==> config.mk <==
export PLATFORM = sky130hd
export DESIGN_NAME = control_sequencer
export DESIGN_NICKNAME = d
export VERILOG_FILES = /design/src/rtl/ctrl_seq_pkg.sv /design/src/rtl/ctrl_rom.sv /design/src/rtl/control_sequencer.sv
export SDC_FILE = /design/constraint.sdc
export NUM_CORES = 1
export LEC_CHECK = 0
export ABC_AREA = 1
export CORE_ASPECT_RATIO = 0.6
export CORE_MARGIN = 2
export CORE_UTILIZATION = 25
export CTS_BUF_LIST = sky130_fd_sc_hd__clkbuf_4 sky130_fd_sc_hd__clkbuf_8
export DETAILED_ROUTE_END_ITERATION = 10
export GPL_TIMING_DRIVEN = 0
export PLACE_DENSITY_LB_ADDON = 0.08
export SETUP_SLACK_MARGIN = 0.1
export SLEW_MARGIN = 20
export SYNTH_ARGS = -nofsm -noshare
export SYNTH_HDL_FRONTEND = slang
export SYNTH_SLANG_ARGS = --single-unit
export TNS_END_PERCENT = 100
==> constraint.sdc <==
create_clock -name clk -period 2.4 [get_ports clk]
set_clock_uncertainty 0.05 [all_clocks]
set_input_delay 0.36 -clock clk [delete_from_list [all_inputs] [get_ports clk]]
set_output_delay 0.36 -clock clk [all_outputs]
set_load 0.005 [all_outputs]
==> src/rtl/ctrl_seq_pkg.sv <==
// Shared constants, state encoding and phase masks for the control sequencer.
// The base control-word field layout is also defined here so the ROM stays a pure lookup.
package ctrl_seq_pkg;

  localparam int LOADI_LOADP = 6;
  localparam int ADD         = 7;
  localparam int STORE       = 13;
  localparam int BRE_BRZ     = 19;
  localparam int BRNE_BRNZ   = 20;
  localparam int BRG         = 21;
  localparam int BRGE        = 22;

  typedef enum logic [1:0] {
    S_IDLE = 2'd0,
    S_EXEC = 2'd1,
    S_MEM  = 2'd2,
    S_WB   = 2'd3
  } state_t;

  // Control word layout: [17:12] writeback fields, [11:6] memory fields, [5:0] execute fields
  localparam logic [17:0] EXEC_MASK = 18'h0003F;
  localparam logic [17:0] MEM_MASK  = 18'h00FC0;
  localparam logic [17:0] WB_MASK   = 18'h3F000;

  localparam logic [26:0] MEM_OPS = (27'd1 << LOADI_LOADP) | (27'd1 << STORE);
  localparam logic [26:0] WB_OPS  = 27'h0001FC0;

  function automatic logic [17:0] rom_entry(input int idx);
    logic [5:0]  ex, mm, wb;
    logic [26:0] m_sh, w_sh;
    ex   = 6'(idx + 1);
    mm   = '0;
    wb   = '0;
    m_sh = MEM_OPS >> idx;
    w_sh = WB_OPS >> idx;
    if (m_sh[0]) mm = 6'h20 | 6'(idx);
    if (w_sh[0]) wb = 6'h30 | 6'(idx);
    return {wb, mm, ex};
  endfunction

endpackage

==> src/rtl/ctrl_rom.sv <==
// Combinational decoder table: one-hot opcode to unmasked base control word.
module ctrl_rom
  import ctrl_seq_pkg::*;
#(
  parameter int NUM_OPS = 27,
  parameter int CTRL_W  = 18
) (
  input  logic [NUM_OPS-1:0] opcode,
  output logic [CTRL_W-1:0]  word
);

  logic [NUM_OPS-1:0] op_sh;

  always_comb begin
    word  = '0;
    op_sh = '0;
    for (int i = 0; i < NUM_OPS; i++) begin
      op_sh = opcode >> i;
      if (op_sh[0]) word = word | CTRL_W'(rom_entry(i));
    end
  end

endmodule

==> src/rtl/control_sequencer.sv <==
// Multi-cycle control sequencer: accepts a one-hot opcode and walks it through EXEC/MEM/WB,
// driving a phase-masked control word, resolving branches and timing out stalled memory.
module control_sequencer
  import ctrl_seq_pkg::*;
#(
  parameter int NUM_OPS = 27,
  parameter int CTRL_W  = 18,
  parameter int FLAG_W  = 4,
  parameter int BR_BASE = 19,
  parameter int MEM_TO  = 15
) (
  input  logic               clk,
  input  logic               rst,
  input  logic               instr_valid,
  output logic               instr_ready,
  input  logic [NUM_OPS-1:0] opcode_in,
  input  logic [FLAG_W-1:0]  break_flag,
  input  logic               mem_ready,
  output logic [CTRL_W-1:0]  control,
  output logic [1:0]         phase,
  output logic               pc_load,
  output logic               retire,
  output logic               illegal_op,
  output logic               mem_err
);

  localparam int                 CNT_W   = $clog2(MEM_TO + 1);
  localparam logic [NUM_OPS-1:0] MEM_SET = NUM_OPS'(MEM_OPS);
  localparam logic [NUM_OPS-1:0] WB_SET  = NUM_OPS'(WB_OPS);
  localparam logic [CTRL_W-1:0]  EXEC_M  = CTRL_W'(EXEC_MASK);
  localparam logic [CTRL_W-1:0]  MEM_M   = CTRL_W'(MEM_MASK);
  localparam logic [CTRL_W-1:0]  WB_M    = CTRL_W'(WB_MASK);

  state_t             state, state_nx;
  logic [NUM_OPS-1:0] op_q, op_sh;
  logic [FLAG_W-1:0]  flag_q, fl_sh;
  logic [CNT_W-1:0]   cnt;
  logic               ill_q;
  logic               accept, onehot_in;
  logic               is_branch, taken, has_mem, has_wb;
  logic [CTRL_W-1:0]  rom_word;

  // instr_ready is gated by rst so nothing is offered while the block is held in reset
  assign instr_ready = (state == S_IDLE) && !rst;
  assign accept      = instr_valid && instr_ready;
  assign onehot_in   = (opcode_in != '0) && ((opcode_in & (opcode_in - 1'b1)) == '0);
  assign has_mem     = |(op_q & MEM_SET);
  assign has_wb      = |(op_q & WB_SET);
  assign phase       = state;
  assign illegal_op  = ill_q;

  ctrl_rom #(.NUM_OPS(NUM_OPS), .CTRL_W(CTRL_W)) u_rom (
    .opcode (op_q),
    .word   (rom_word)
  );

  always_ff @(posedge clk or posedge rst) begin
    if (rst) begin
      state  <= S_IDLE;
      op_q   <= '0;
      flag_q <= '0;
      cnt    <= '0;
      ill_q  <= 1'b0;
    end else begin
      state <= state_nx;
      ill_q <= accept && !onehot_in;
      if (accept) begin
        op_q   <= opcode_in;
        flag_q <= break_flag;
      end
      if (state == S_MEM && state_nx == S_MEM) cnt <= cnt + 1'b1;
      else                                     cnt <= '0;
    end
  end

  // Branch op BR_BASE+k tests the flag counted down from the MSB
  always_comb begin
    is_branch = 1'b0;
    taken     = 1'b0;
    op_sh     = '0;
    fl_sh     = '0;
    for (int k = 0; k < FLAG_W; k++) begin
      op_sh = op_q >> (BR_BASE + k);
      fl_sh = flag_q >> (FLAG_W - 1 - k);
      if (op_sh[0]) begin
        is_branch = 1'b1;
        taken     = fl_sh[0];
      end
    end
  end

  // In MEM, retire/mem_err follow mem_ready in the same cycle; mem_ready wins on the last cycle
  always_comb begin
    state_nx = state;
    control  = '0;
    pc_load  = 1'b0;
    retire   = 1'b0;
    mem_err  = 1'b0;
    case (state)
      S_IDLE: begin
        if (accept) state_nx = onehot_in ? S_EXEC : S_IDLE;
      end
      S_EXEC: begin
        control = rom_word & EXEC_M;
        if (is_branch) begin
          pc_load  = taken;
          retire   = 1'b1;
          state_nx = S_IDLE;
        end else if (has_mem) begin
          state_nx = S_MEM;
        end else if (has_wb) begin
          state_nx = S_WB;
        end else begin
          retire   = 1'b1;
          state_nx = S_IDLE;
        end
      end
      S_MEM: begin
        control = rom_word & MEM_M;
        if (mem_ready) begin
          if (has_wb) begin
            state_nx = S_WB;
          end else begin
            retire   = 1'b1;
            state_nx = S_IDLE;
          end
        end else if (cnt == CNT_W'(MEM_TO - 1)) begin
          control  = '0;
          mem_err  = 1'b1;
          state_nx = S_IDLE;
        end
      end
      S_WB: begin
        control  = rom_word & WB_M;
        retire   = 1'b1;
        state_nx = S_IDLE;
      end
      default: state_nx = S_IDLE;
    endcase
  end

endmodule
==> run_summary.xml, run 1 <==
<?xml version="1.0" encoding="UTF-8"?>
<metrics>
  <group name="run_status">
    <metric name="status" unit="">complete, no violations</metric>
  </group>
  <group name="route">
    <metric name="average_routed_wire_per_standard_cell" unit="µm">15.7</metric>
    <metric name="ant_nets" unit="">0</metric>
    <metric name="detailroute.via_count" unit="">2564</metric>
    <metric name="route.detailed.drc" unit="">0</metric>
    <metric name="drt_iter0_drc" unit="">225</metric>
    <metric name="detail_route.first_pass.iterations" unit="">5</metric>
    <metric name="detail_route.vias_per_cell" unit="">4.55</metric>
    <metric name="total_wire_length" unit="mm">8.81</metric>
  </group>
  <group name="critical_path">
    <metric name="worstReg2RegStart" unit="">phase[1]</metric>
    <metric name="worst_setup_path_endpoint" unit="">control[2]</metric>
    <metric name="critical_path.cell_chain" unit="">nor4_1, a31oi_1, clkdlybuf4s50_1</metric>
    <metric name="reg2reg_to" unit="">op_q[6]</metric>
    <metric name="critical-path-top-delay-family" unit="">simple AND/OR/NAND/NOR gates</metric>
    <metric name="r2r_slack" unit="ps">560</metric>
    <metric name="timing.critical_path.depth" unit="">3</metric>
    <metric name="timing_worst_setup_path_type" unit="">flip-flop to primary output</metric>
    <metric name="critical_path.max_fanout" unit="">3</metric>
    <metric name="path_buf_inv" unit="">1</metric>
    <metric name="crit_start_category" unit="">flip-flop</metric>
    <metric name="end_kind" unit="">primary output</metric>
    <metric name="crit_path_required_time" unit="ps">1990</metric>
    <metric name="crit_path_top_delay_cell" unit="">sky130_fd_sc_hd__nor4_1</metric>
    <metric name="critical_path_arrival" unit="ps">1850</metric>
    <metric name="cpPeakStageDelay" unit="ps">480</metric>
    <metric name="timing.reg2reg.worst_path_depth" unit="">6</metric>
    <metric name="timing.critical_path.from" unit="">op_q[4]</metric>
  </group>
  <group name="pwr">
    <metric name="power.switching" unit="mW">0.511</metric>
    <metric name="combPwrFrac" unit="%">21.3</metric>
    <metric name="total_leakage_power" unit="nW">1.59</metric>
    <metric name="p_seq_share" unit="%">45.3</metric>
    <metric name="power_report.internal_total" unit="mW">1.19</metric>
    <metric name="power-per-cell-area" unit="mW/mm²">496</metric>
    <metric name="clockPowerShare" unit="%">33.4</metric>
    <metric name="peakVddDrop" unit="mV">0.214</metric>
    <metric name="switching_share" unit="%">30.1</metric>
  </group>
  <group name="timing">
    <metric name="max_slew_margin" unit="%">62.5</metric>
    <metric name="final_period_minus_worst_setup_slack" unit="ps">2260</metric>
    <metric name="maxClockFrequency" unit="GHz">0.442</metric>
    <metric name="final_max_slew_viol_count" unit="">0</metric>
    <metric name="worstMarginPinSlew" unit="ps">562</metric>
    <metric name="post-route-period-util" unit="%">94.2</metric>
    <metric name="rsz_0062_raised_after_global_routing" unit="">yes</metric>
    <metric name="fin_tns_setup" unit="ps">0</metric>
    <metric name="hold_violations" unit="">0</metric>
    <metric name="timing.final.setup_violations" unit="">0</metric>
  </group>
  <group name="clocking">
    <metric name="cts.hold.buffers_added" unit="">0</metric>
    <metric name="cts_buffers" unit="">5</metric>
    <metric name="htree_levels" unit="">2</metric>
    <metric name="clkTransAtPathRegs" unit="ps">80</metric>
    <metric name="tritoncts" unit="">yes</metric>
    <metric name="worst_skew_pair.late_latency" unit="ps">300</metric>
    <metric name="numClockSinks" unit="">38</metric>
    <metric name="clock_root_buffer" unit="">sky130_fd_sc_hd__clkbuf_8</metric>
    <metric name="cts-root-to-sink-buffers" unit="">2</metric>
  </group>
  <group name="global_route">
    <metric name="number_of_global_route_vias_before_repair" unit="">2498</metric>
    <metric name="grt_overflow_total" unit="">0</metric>
    <metric name="grtUsageTotal" unit="%">18.3</metric>
    <metric name="grt_pass1_wl" unit="mm">13.9</metric>
    <metric name="antenna_found_initial" unit="">0</metric>
    <metric name="largest_net_degree_at_the_start_of_global_routing" unit="">31</metric>
  </group>
  <group name="worst_hold_path">
    <metric name="min_path_type" unit="">primary input to async pin</metric>
  </group>
  <group name="cells_and_area">
    <metric name="layout_commonest_cell" unit="">sky130_fd_sc_hd__nand2_1</metric>
    <metric name="num_antenna_cells" unit="">0</metric>
    <metric name="utilization" unit="%">37.1</metric>
    <metric name="synthToLayoutAreaGrowth" unit="%">43.5</metric>
    <metric name="final_cell_count_no_fill" unit="">563</metric>
    <metric name="final_cell_mix" unit="">sky130_fd_sc_hd__nand2_1 (114), sky130_fd_sc_hd__nor2_1 (57), sky130_fd_sc_hd__clkdlybuf4s50_1 (52)</metric>
    <metric name="nNetsFinal" unit="">470</metric>
    <metric name="share_of_layout_cells_above_drive_strength_1" unit="%">15.7</metric>
  </group>
  <group name="yosys">
    <metric name="ys_warn_count" unit="">0</metric>
    <metric name="synthCells" unit="">356</metric>
    <metric name="postSynthRegisterBits" unit="">38</metric>
    <metric name="ys_seq_area_share" unit="%">39.9</metric>
    <metric name="post_syn_area" unit="mm²">0.00238</metric>
    <metric name="synth_cell_types" unit="">30</metric>
    <metric name="mapped_avg_cell_area" unit="µm²">6.70</metric>
  </group>
  <group name="placement">
    <metric name="place.gp.congestion" unit="">0.875</metric>
    <metric name="dp_hpwl" unit="mm">7.10</metric>
    <metric name="total_of_buffers_placed_on_input_and_output_ports" unit="">57</metric>
    <metric name="placed_cells" unit="">545</metric>
  </group>
  <group name="die">
    <metric name="die-area" unit="mm²">0.0104</metric>
    <metric name="die_h" unit="µm">79.7</metric>
    <metric name="floorplan.initialDensity" unit="%">25.9</metric>
    <metric name="rows" unit="">27</metric>
    <metric name="core" unit="mm²">0.00922</metric>
    <metric name="fp.dieW" unit="µm">130</metric>
    <metric name="io-pin-count" unit="">60</metric>
  </group>
  <group name="flow_run">
    <metric name="timing.max_cap.violations" unit="">0</metric>
  </group>
</metrics>
synthesized netlist by cell type, drive strengths merged:
library cell | instances | area, µm²
nand2 | 119 | 452
nor2 | 74 | 303
dfrtp | 38 | 951
inv | 33 | 124
o21ai | 28 | 140
nand3 | 18 | 110
buf | 8 | 52.6
a21oi | 6 | 30.0
nor3 | 5 | 30.0
a41oi | 4 | 35.0
nor4 | 4 | 25.0
clkbuf | 3 | 11.3
nand4 | 3 | 18.8
ha | 2 | 25.0
nand3b | 2 | 15.0
or2 | 2 | 12.5
a22oi | 1 | 7.51
a31o | 1 | 8.76
a31oi | 1 | 6.26
conb | 1 | 3.75
o22ai | 1 | 6.26
xnor2 | 1 | 8.76
xor2 | 1 | 8.76
how the worst min path moves through the flow:
stage                   from  endpoint  slack (ps)  depth (start not counted)
finish                   rst  op_q[11]         270                          2
global route             rst  op_q[11]         300                          2
CTS                      rst  op_q[11]         270                          2
detailed placement  fl_sh[0]  fl_sh[0]         410                          2
global placement    fl_sh[0]  fl_sh[0]         410                          2
floorplan           fl_sh[0]  fl_sh[0]         390                          2
layout make-up:
class | instances | area [µm²]
Buffer | 11 | 63.8
Clock buffer | 6 | 82.6
Clock inverter | 1 | 30.0
Fill cell | 1007 | 5800
Inverter | 33 | 124
Multi-Input combinational cell | 275 | 1330
Sequential cell | 38 | 955
Tap cell | 130 | 163
Timing Repair Buffer | 69 | 674
layer usage:
metal | track usage, % | vias to the layer above | share of wire (%)
li1 | - | 1281 | -
met4 | 3.44 | 0 | 0.86
met3 | 4.42 | 8 | 6.0
met5 | 0 | - | 0
met1 | 28.8 | 1204 | 55
met2 | 24.8 | 71 | 38
power by group through the flow:
stage | logic, mW | clock network [mW] | registers [mW]
after global placement | 0.322 | 0 | 0.771
after global routing | 0.408 | 0.605 | 0.779
after CTS | 0.354 | 0.585 | 0.767
after floorplan | 0.173 | 0 | 0.753
after detailed placement | 0.326 | 0 | 0.771
final | 0.362 | 0.567 | 0.769
repair_timing:
action	CTS	global route
buffers inserted	6	5
endpoints found under the setup margin	11	15
pin swaps	6	4
resized for setup	20	13
state kept, by name (all words and copies together) (netlist names):
name        flops
cnt             4
fl_sh           4
op_q           27
phase           2
illegal_op      1
per-stage QoR:
step                      cell area (µm²)  setup WS (ps)  hold slack [ps]  power [mW]
after floorplan                      2390            787              394       0.926
after global placement               3120          -95.6              414        1.09
after detailed placement             3140          -62.2              414        1.10
after CTS                            3350           67.5              272        1.71
after global routing                 3420           16.6              297        1.79
final                                3420            140              270        1.70
kinds of logic (layout without fill, tap and decap cells):
group	after synthesis	after routing	synth area share (%)
other cells	1	2	0.157
xor+xnor	2	2	0.735
compound gates	42	42	9.81
flops	38	38	39.9
simple gates	227	227	40.5
fa+ha+maj	2	2	1.05
buf+inv	44	120	7.87
Note: power is estimated with default switching activity, not from simulation.
==> run 2: changes to the inputs <==
PLACE_DENSITY_LB_ADDON = not set   (was 0.08)
RECOVER_POWER = 25   (was not set)
==> run 2 against run 1 <==
  * Non-clock buffer count unchanged
  * Flip-flop and latch count unchanged
  * Core utilization grew 0.14 points
  * Routed wire length is 3.5% lower
  * Register-to-register slack gained 100 ps
  * Hold slack improved by 160 ps
  * Worst setup slack got worse by 11 ps
  * Combinational power up 2%
  * Sequential share of layout area is 0.10 points lower
  * Critical path type unchanged
  * Critical endpoint is now control[4]
  * Highest routed layer unchanged
==> run_summary.xml, run 2 (synthesis results as in run 1) <==
<?xml version="1.0" encoding="UTF-8"?>
<metrics>
  <group name="route">
    <metric name="detail_route.first_pass.iterations" unit="">4</metric>
    <metric name="drt_iter0_drc" unit="">221</metric>
    <metric name="average_routed_wire_per_standard_cell" unit="µm">15.1</metric>
    <metric name="detailroute.via_count" unit="">2616</metric>
    <metric name="detail_route.vias_per_cell" unit="">4.64</metric>
    <metric name="total_wire_length" unit="mm">8.51</metric>
    <metric name="ant_nets" unit="">0</metric>
    <metric name="route.detailed.drc" unit="">0</metric>
  </group>
  <group name="placement">
    <metric name="placed_cells" unit="">545</metric>
    <metric name="place.gp.congestion" unit="">0.932</metric>
    <metric name="total_of_buffers_placed_on_input_and_output_ports" unit="">57</metric>
    <metric name="pre_cts_ws" unit="ps">-158</metric>
    <metric name="placement.cell_area" unit="mm²">0.00315</metric>
    <metric name="dp_hpwl" unit="mm">6.85</metric>
  </group>
  <group name="cells_and_area">
    <metric name="final_cell_mix" unit="">sky130_fd_sc_hd__nand2_1 (114), sky130_fd_sc_hd__nor2_1 (63), sky130_fd_sc_hd__clkdlybuf4s50_1 (49)</metric>
    <metric name="final_cell_count_no_fill" unit="">564</metric>
    <metric name="largest_reg_flops" unit="">27</metric>
    <metric name="fin_area" unit="mm²">0.00343</metric>
    <metric name="nNetsFinal" unit="">470</metric>
    <metric name="share_of_layout_cells_above_drive_strength_1" unit="%">15.2</metric>
    <metric name="synthToLayoutAreaGrowth" unit="%">44.0</metric>
    <metric name="largest-register" unit="">op_q</metric>
    <metric name="num_antenna_cells" unit="">0</metric>
    <metric name="layout_commonest_cell" unit="">sky130_fd_sc_hd__nand2_1</metric>
  </group>
  <group name="die">
    <metric name="core" unit="mm²">0.00922</metric>
    <metric name="floorplan.initialDensity" unit="%">25.9</metric>
    <metric name="die_h" unit="µm">79.7</metric>
    <metric name="rows" unit="">27</metric>
    <metric name="io-pin-count" unit="">60</metric>
    <metric name="die-area" unit="mm²">0.0104</metric>
    <metric name="fp.dieW" unit="µm">130</metric>
  </group>
  <group name="critical_path">
    <metric name="worstReg2RegStart" unit="">phase[0]</metric>
    <metric name="timing_worst_setup_path_type" unit="">flip-flop to primary output</metric>
    <metric name="timing.critical_path.from" unit="">phase[1]</metric>
    <metric name="critical_path.cell_chain" unit="">inv_1, nand2_2, a41oi_2, clkdlybuf4s50_1</metric>
    <metric name="path_buf_inv" unit="">2</metric>
    <metric name="crit_path_top_delay_cell" unit="">sky130_fd_sc_hd__clkdlybuf4s50_1</metric>
    <metric name="end_kind" unit="">primary output</metric>
    <metric name="critical_path_arrival" unit="ps">1860</metric>
    <metric name="critical-path-top-delay-family" unit="">buffers and inverters</metric>
    <metric name="crit_start_category" unit="">flip-flop</metric>
    <metric name="cpPeakStageDelay" unit="ps">540</metric>
    <metric name="critical_path.max_fanout" unit="">7</metric>
    <metric name="crit_path_required_time" unit="ps">1990</metric>
  </group>
  <group name="timing">
    <metric name="final_max_slew_viol_count" unit="">0</metric>
    <metric name="timing.final.setup_violations" unit="">0</metric>
    <metric name="rsz_0062_raised_after_global_routing" unit="">yes</metric>
    <metric name="hold_violations" unit="">0</metric>
    <metric name="worstMarginPinSlew" unit="ps">858</metric>
    <metric name="maxClockFrequency" unit="GHz">0.440</metric>
    <metric name="post-route-period-util" unit="%">94.6</metric>
    <metric name="final_period_minus_worst_setup_slack" unit="ps">2270</metric>
    <metric name="max_slew_margin" unit="%">42.7</metric>
    <metric name="setup_ws" unit="ps">129</metric>
  </group>
  <group name="clocking">
    <metric name="cts-root-to-sink-buffers" unit="">2</metric>
    <metric name="tritoncts" unit="">yes</metric>
    <metric name="worst_skew_pair.late_latency" unit="ps">300</metric>
    <metric name="cts_buffers" unit="">5</metric>
    <metric name="htree_levels" unit="">2</metric>
    <metric name="numClockSinks" unit="">38</metric>
    <metric name="clock_root_buffer" unit="">sky130_fd_sc_hd__clkbuf_8</metric>
    <metric name="clkTransAtPathRegs" unit="ps">80</metric>
  </group>
  <group name="worst_hold_path">
    <metric name="min_path_type" unit="">flip-flop to flip-flop</metric>
    <metric name="min-delay-start" unit="">fl_sh[0]</metric>
  </group>
  <group name="global_route">
    <metric name="antenna_found_initial" unit="">0</metric>
    <metric name="number_of_global_route_vias_before_repair" unit="">2486</metric>
    <metric name="grt_overflow_total" unit="">0</metric>
    <metric name="grtUsageTotal" unit="%">17.1</metric>
    <metric name="largest_net_degree_at_the_start_of_global_routing" unit="">22</metric>
    <metric name="grt_pass1_wl" unit="mm">13.4</metric>
  </group>
  <group name="pwr">
    <metric name="peakVddDrop" unit="mV">0.257</metric>
    <metric name="power-per-cell-area" unit="mW/mm²">473</metric>
    <metric name="total_leakage_power" unit="nW">1.60</metric>
  </group>
  <group name="run_status">
    <metric name="status" unit="">complete, no violations</metric>
  </group>
  <group name="flow_run">
    <metric name="timing.max_cap.violations" unit="">0</metric>
  </group>
</metrics>
-- run 2: repair_timing --
item,in CTS,in global routing
endpoints found under the hold margin,0,0
pin swaps,2,7
endpoints found under the setup margin,11,9
setup buffers,5,6
resized for setup,15,21
hold buffers,0,0
-- run 2: power breakdown --
part | internal (mW) | switching (mW) | total [mW]
Combinational | 0.153 | 0.215 | 0.368
Clock | 0.243 | 0.240 | 0.483
Sequential | 0.708 | 0.0649 | 0.773
Total | 1.10 | 0.520 | 1.62
-- run 2: cell type report --
cell class,instances,area (µm²)
clock buffer,7,90.1
tap,130,163
inverter,33,124
sequential,38,955
multi-input combinational,275,1360
fill,1005,5790
timing repair buffer,69,676
buffer,11,63.8
clock inverter,1,5.00
-- run 2: path summary, 6_finish.rpt --
kind,end,slack (ps),depth (start not counted)
max in group asynchronous,op_q[9],1040,3
worst min register to register,fl_sh[0],430,2
worst min-delay path,fl_sh[0],430,2
worst max register to register,op_q[8],660,6
worst max-delay path,control[4],130,4
min in group asynchronous,phase[1],640,2
-- run 2: stage by stage --
step	util, %	hold WS (ps)	power, mW	TNS, ps
after floorplan	-	394	0.926	0
after CTS	35.9	371	1.60	0
after global placement	33.8	413	1.08	-389
after global routing	37.2	466	1.71	0
final	37.2	432	1.62	0
after detailed placement	34.1	421	1.09	-312
-- run 2: metal layers --
layer | vias to the layer above | share of wire [%] | track usage (%)
li1 | 1283 | - | -
met1 | 1224 | 53 | 28.0
met2 | 102 | 38 | 22.0
met3 | 7 | 8.7 | 4.42
met4 | 0 | 0.66 | 2.37
met5 | - | 0 | 0
-- run 2: tightest hold or removal path, delay by kind of cell, from the launching register on --
family | cells | cell delay [ps]
DFF | 1 | 350
and+or+nand+nor | 2 | 100
